File: config.mk
export PLATFORM = sky130hd
export DESIGN_NAME = i2s_audio_tx
export DESIGN_NICKNAME = d
export VERILOG_FILES = /design/src/rtl/i2s_audio_tx.sv
export SDC_FILE = /design/constraint.sdc
export NUM_CORES = 1
export LEC_CHECK = 0
export ABC_AREA = 1
export BUFFER_PORTS_ARGS = -buffer_cell sky130_fd_sc_hd__buf_4
export CORE_MARGIN = 2
export CORE_UTILIZATION = 30
export DETAILED_ROUTE_END_ITERATION = 10
export HOLD_SLACK_MARGIN = 0.02
export PLACE_DENSITY = 0.51
export SLEW_MARGIN = 25
export SYNTH_ARGS = -nofsm -noshare
export SYNTH_HDL_FRONTEND = slang
export SYNTH_SLANG_ARGS = --single-unit
File: constraint.sdc
create_clock -name clk -period 3 [get_ports clk]
set_clock_uncertainty 0.05 [all_clocks]
set_input_delay 0.15 -clock clk [delete_from_list [all_inputs] [get_ports clk]]
set_output_delay 0.15 -clock clk [all_outputs]
set_load 0.05 [all_outputs]
File: src/rtl/i2s_audio_tx.sv
`default_nettype none
// ============================================================================
// Module   : i2s_audio_tx
// Brief    : I2S transmitter with sample-pair FIFO, mclk/sclk/lrck generation
//            and one-bit-delayed MSB-first serial data.
//            Optional macro I2S_TX_UNDERRUN_HOLD_EN: repeat last pair on underrun
//            (default build plays silence).
// Revision : 1.0 - initial release
// ============================================================================
module i2s_audio_tx #(
    parameter int SAMPLE_WIDTH = 16,
    parameter int SLOT_BITS    = 32,
    parameter int MCLK_DIV     = 4,
    parameter int BCLK_DIV     = 16,
    parameter int FIFO_DEPTH   = 4,
    parameter int STEREO       = 1
) (
    input  logic                            clk,
    input  logic                            reset,
    input  logic [SAMPLE_WIDTH-1:0]         sample_l,
    input  logic [SAMPLE_WIDTH-1:0]         sample_r,
    input  logic                            sample_valid,
    output logic                            sample_ready,
    output logic [$clog2(FIFO_DEPTH+1)-1:0] fifo_level,
    output logic                            underrun,
    output logic                            mclk,
    output logic                            sclk,
    output logic                            lrck,
    output logic                            dac
);

    localparam int c_PH_W    = $clog2(BCLK_DIV);
    localparam int c_MC_W    = $clog2(MCLK_DIV);
    localparam int c_BIT_W   = $clog2(2*SLOT_BITS);
    localparam int c_LVL_W   = $clog2(FIFO_DEPTH+1);
    localparam int c_AW      = $clog2(FIFO_DEPTH);
    localparam int c_ENTRY_W = (STEREO != 0) ? 2*SAMPLE_WIDTH : SAMPLE_WIDTH;
    localparam int c_EXT_W   = 2**c_BIT_W;

    localparam logic [c_PH_W-1:0]  c_PH_LAST  = c_PH_W'(BCLK_DIV-1);
    localparam logic [c_PH_W-1:0]  c_PH_HALF  = c_PH_W'(BCLK_DIV/2);
    localparam logic [c_MC_W-1:0]  c_MC_LAST  = c_MC_W'(MCLK_DIV-1);
    localparam logic [c_MC_W-1:0]  c_MC_HALF  = c_MC_W'(MCLK_DIV/2);
    localparam logic [c_BIT_W-1:0] c_BIT_LAST = c_BIT_W'(2*SLOT_BITS-1);
    localparam logic [c_BIT_W-1:0] c_SLOT     = c_BIT_W'(SLOT_BITS);
    localparam logic [c_BIT_W-1:0] c_SW       = c_BIT_W'(SAMPLE_WIDTH);
    localparam logic [c_LVL_W-1:0] c_FULL     = c_LVL_W'(FIFO_DEPTH);

    logic [c_PH_W-1:0]       r_phase, w_phase_nxt;
    logic [c_MC_W-1:0]       r_mc, w_mc_nxt;
    logic [c_BIT_W-1:0]      r_bit_idx, w_bit_nxt;
    logic                    w_phase_wrap, w_boundary;
    logic                    r_mclk, r_sclk, r_lrck, r_dac, r_underrun, r_ready;

    logic [c_ENTRY_W-1:0]    r_mem [FIFO_DEPTH];
    logic [c_AW-1:0]         r_wr_ptr, r_rd_ptr;
    logic [c_LVL_W-1:0]      r_level, w_level_nxt;
    logic [c_ENTRY_W-1:0]    w_wr_data, w_head;
    logic [SAMPLE_WIDTH-1:0] w_head_l, w_head_r;
    logic                    w_push, w_pop;

    logic [SAMPLE_WIDTH-1:0] r_frame_l, r_frame_r, w_slot_sample;
    logic [c_BIT_W-1:0]      w_k, w_idx;
    logic [c_EXT_W-1:0]      w_ext;
    logic                    w_dac_nxt;

    // Timebase
    assign w_phase_wrap = (r_phase == c_PH_LAST);
    assign w_phase_nxt  = w_phase_wrap ? '0 : r_phase + 1'b1;
    assign w_mc_nxt     = (r_mc == c_MC_LAST) ? '0 : r_mc + 1'b1;
    assign w_bit_nxt    = !w_phase_wrap ? r_bit_idx :
                          ((r_bit_idx == c_BIT_LAST) ? '0 : r_bit_idx + 1'b1);
    assign w_boundary   = w_phase_wrap && (r_bit_idx == c_BIT_LAST);

    // Serial bit for the slot position being entered on the next sclk fall
    assign w_k           = (w_bit_nxt >= c_SLOT) ? w_bit_nxt - c_SLOT : w_bit_nxt;
    assign w_slot_sample = (w_bit_nxt >= c_SLOT) ? r_frame_r : r_frame_l;
    assign w_ext         = c_EXT_W'(w_slot_sample);
    assign w_idx         = c_SW - w_k;
    assign w_dac_nxt     = (w_k != '0) && (w_k <= c_SW) && w_ext[w_idx];

    // FIFO
    assign w_push = sample_valid && r_ready;
    assign w_pop  = w_boundary && (r_level != '0);
    assign w_head = r_mem[r_rd_ptr];

    generate
        if (STEREO != 0) begin : g_stereo
            assign w_wr_data = {sample_l, sample_r};
            assign w_head_l  = w_head[c_ENTRY_W-1 -: SAMPLE_WIDTH];
            assign w_head_r  = w_head[SAMPLE_WIDTH-1:0];
        end else begin : g_mono
            logic w_unused_r;
            assign w_unused_r = ^sample_r;
            assign w_wr_data  = sample_l;
            assign w_head_l   = w_head;
            assign w_head_r   = w_head;
        end
    endgenerate

    always_comb begin
        w_level_nxt = r_level;
        if (w_push && !w_pop)
            w_level_nxt = r_level + 1'b1;
        else if (!w_push && w_pop)
            w_level_nxt = r_level - 1'b1;
    end

    always_ff @(posedge clk) begin
        if (w_push)
            r_mem[r_wr_ptr] <= w_wr_data;
    end

    always_ff @(posedge clk) begin
        if (reset) begin
            r_phase    <= '0;
            r_mc       <= '0;
            r_bit_idx  <= '0;
            r_mclk     <= 1'b0;
            r_sclk     <= 1'b0;
            r_lrck     <= 1'b0;
            r_dac      <= 1'b0;
            r_underrun <= 1'b0;
            r_ready    <= 1'b0;
            r_level    <= '0;
            r_wr_ptr   <= '0;
            r_rd_ptr   <= '0;
            r_frame_l  <= '0;
            r_frame_r  <= '0;
        end else begin
            r_phase    <= w_phase_nxt;
            r_mc       <= w_mc_nxt;
            r_bit_idx  <= w_bit_nxt;
            r_mclk     <= (w_mc_nxt >= c_MC_HALF);
            r_sclk     <= (w_phase_nxt >= c_PH_HALF);
            r_lrck     <= (w_bit_nxt >= c_SLOT);
            r_underrun <= w_boundary && (r_level == '0);
            r_level    <= w_level_nxt;
            r_ready    <= (w_level_nxt != c_FULL);
            if (w_phase_wrap)
                r_dac <= w_dac_nxt;
            if (w_push)
                r_wr_ptr <= r_wr_ptr + 1'b1;
            if (w_pop)
                r_rd_ptr <= r_rd_ptr + 1'b1;
            if (w_boundary) begin
                if (w_pop) begin
                    r_frame_l <= w_head_l;
                    r_frame_r <= w_head_r;
                end else begin
`ifdef I2S_TX_UNDERRUN_HOLD_EN
                    r_frame_l <= r_frame_l;
                    r_frame_r <= r_frame_r;
`else
                    r_frame_l <= '0;
                    r_frame_r <= '0;
`endif
                end
            end
        end
    end

    assign sample_ready = r_ready;
    assign fifo_level   = r_level;
    assign underrun     = r_underrun;
    assign mclk         = r_mclk;
    assign sclk         = r_sclk;
    assign lrck         = r_lrck;
    assign dac          = r_dac;

endmodule
`default_nettype wire

==> flow_summary_export.csv <==
group,metric,value,unit
logic_synthesis,yosysTopAreaCellShare,51.3,%
logic_synthesis,yosysWarnings,0,
global_route,grt_pass1_vias,4667,
routing,drc,0,
logic_synthesis,ys_seq_elements,185,
run,maxCapViolCount,0,
global_route,grt_usage,12.5,%
critical_path,crit_top_cell,"ha_1",
critical_path,cp_slowest_cell,"dfxtp_1",
global_route,grt_max_degree,65,
finish,finalInstanceArea,9130,sq um
logic_synthesis,synth.area.top_cells,"edfxtp_1, dfxtp_1, nor2_1, nand2_1, o32ai_1",
min_path,min_from,"reset",
place,placed_area,8210,sq um
critical_path,cp.required,3.33,ns
min_path,hold_path_depth,2,
logic_synthesis,synthTopCellsByCount,"edfxtp_1, nor2_1, nand2_1",
global_route,antenna_found_initial,0,
critical_path,end_kind,"flip-flop",
power_and_ir_drop,leakage,0.00325,uW
clocking,cts.clk_slew.worst_paths,0.07,ns
sta,worstMarginPinSlew,0.634,ns
die,die-area,26300,sq um
die,initial_core_util,30.7,%
critical_path,critPathTopFamily,"simple AND/OR/NAND/NOR gates",
clocking,numClockSinks,185,
die,die-width,162,um
logic_synthesis,ys_dominant_reg_cell,"edfxtp_1",
sta,period_share,86.1,%
critical_path,critPathMaxStageDelay,0.33,ns
routing,wl_per_cell,14.4,um
clocking,tritoncts,"yes",
sta,finalSetupViolCount,0,
routing,drt_iter0_drc,211,
clocking,cts-htree-levels,4,
outcome,status,"complete, no violations",
logic_synthesis,syn_avg_cell_area,11.0,sq um
clocking,cts_buffers,17,
logic_synthesis,async_reset_ff_share,0,%
logic_synthesis,yosysMostFrequentCell,"edfxtp_1",
die,num_io_pins,44,
sta,slew_violations,0,
critical_path,cp_cell_sequence,"ha_1, nand3_4, inv_1, or2_2, nand3_2, ha_1, inv_1, nor2_1, ha_1, nor3_1, and3_1, nand3_1, nand2_1",
routing,vias,5060,
critical_path,worstPathArrival,2.91,ns
critical_path,r2r_cells,13,
die,die_h,162,um
critical_path,crit-reg2reg-capture,"dac",
logic_synthesis,synth_fp_nets,728,
sta,fmax,0.387,GHz
finish,syn_to_final_growth,21.7,%
place,hpwlAfterDp,9.25,mm
clocking,clockRootBuffer,"clkbuf_16",
logic_synthesis,ys_seq_area_share,66.5,%
power_and_ir_drop,ir_worst_vdd,0.310,mV
logic_synthesis,syn_inst,680,
logic_synthesis,synth.cell_area,7500,sq um
clocking,post_cts_buffers,0,
finish,multi_input_area,2270,sq um
power_and_ir_drop,p_total,5260,uW
power_and_ir_drop,power_density,577,nW/um^2
clocking,clockBufferDepth,2,
logic_synthesis,synthDistinctLibCells,33,
critical_path,rrSetupSlack,0.42,ns
place,place.gp.congestion,0.831,
finish,final_util,37.4,%
die,coreArea,24400,sq um
global_route,grt_pass1_wl,25.3,mm
routing,drt_first_pass_iters,4,
critical_path,path_class,"reg -> reg",
global_route,gr-total-overflow,0,
critical_path,crit_fanout,13,
min_path,hold_class,"in -> reg",
finish,fill_cells,2417,
critical_path,path_buf_inv,2,
critical_path,cp-start-kind,"flip-flop",
routing,routed_via_density,4.67,
routing,final_antenna_net_count,0,
min_path,hold-path-endpoint,"r_mc[1]",
die,rows,57,
clocking,clk_latency,0.44,ns
finish,ff_latch_area,4990,sq um
clocking,cts_resized,0,
sta,fin_setup_tns,0,ns
sta,rsz0062_at_grt,"false",
finish,layout-drive-gt1-share,14.1,%
sta,maxSlewHeadroom,57.7,%
finish,diodes,0,
sta,hold_violations,0,
logic_synthesis,synth_largest_area_cell,"edfxtp_1",
finish,nNetsFinal,795,
logic_synthesis,synth-edff-count,128,
routing,drt_wl_total,15.7,mm
critical_path,r2r_start,"r_phase[0]",
sta,layout_min_cycle_time,2.58,ns
place,portBuffers,43,
## flip-flops by register name, summed over array words and instances, names as in the netlist, 2 cells and up, named ones only
| name | count |
|---|---|
| r_frame_r | 16 |
| r_phase | 4 |
| fifo_level | 3 |
| r_bit_idx | 6 |
| r_wr_ptr | 2 |
| r_mem | 128 |
| r_mc | 2 |
| r_rd_ptr | 2 |
| r_frame_l | 16 |
## power by group
group          total (uW)  leakage (uW)  internal, uW  switching, uW
combinational         219       0.00134          93.2            126
sequential           2790       0.00162          2780           15.5
clock                2250      0.000287          1190           1060
total                5260       0.00325          4060           1200
## cell families (layout without fill, tap and decap cells)
logic type / after synthesis / after routing / share of synthesized area [%]
multiplexers: 1 / 1 / 0.150
buffers and inverters: 68 / 148 / 3.61
flip-flops: 185 / 185 / 66.5
adder cells (fa/ha/maj): 13 / 13 / 2.17
XOR/XNOR: 6 / 6 / 0.801
AO/OA/AOI/OAI: 112 / 112 / 9.11
AND/OR/NAND/NOR: 295 / 295 / 17.7
## worst max path at each step
| stage | startpoint | endpoint | cells past startpoint |
|---|---|---|---|
| after floorplan | sample_ready | r_mem[0][0] | 3 |
| after global placement | r_phase[0] | dac | 13 |
| after detailed placement | r_phase[0] | dac | 13 |
| after CTS | r_phase[0] | dac | 13 |
| after global routing | r_phase[0] | dac | 13 |
| final | r_phase[0] | dac | 13 |
## layout by cell type, fill, tap and decap left out, types with 3 or more instances in the layout
cell type,Yosys,layout
nor2_1,120,116
o32ai_1,32,32
nor3_1,4,4
nand3_1,38,38
inv_6,0,3
nand3_4,3,3
dlygate4sd3_1,0,32
buf_4,1,52
o21ai_0,39,39
nand2_4,3,3
ha_1,13,13
nand2_1,100,100
edfxtp_1,128,128
xor2_1,5,5
dfxtp_1,57,55
inv_8,0,5
a21oi_1,39,39
nor2_4,0,4
nand4_1,17,17
inv_1,29,29
clkbuf_16,0,17
## per-stage QoR
step,instances,worst slack (ns),hold WS [ns]
2_1_floorplan,680,0.211,0.199
3_3_place_gp,1020,0.479,0.304
3_5_place_dp,1020,0.425,0.306
4_1_cts,1084,0.400,0.121
5_1_grt,1084,0.205,0.143
6_report,1084,0.416,0.126
## routing by layer
metal	up-vias	routed length (um)	GRT usage [%]
met5	-	0	0
met4	0	184	3.98
met3	13	446	3.01
met2	64	7480	20.4
met1	2446	7550	16.4
li1	2537	-	-
## area by class of cell
cell class | instances | area share, %
inverter | 30 | 1.23
multi-input combinational | 427 | 24.9
clock buffer | 17 | 4.66
tap | 324 | 4.44
clock inverter | 15 | 1.89
sequential | 185 | 54.7
timing repair buffer | 86 | 8.23
## repair_timing
action / in CTS / in global routing
endpoints found under the hold margin: 128 / 0
hold buffers: 32 / 0
setup endpoints to repair: 0 / 0
(Power assumes the default switching activity.)
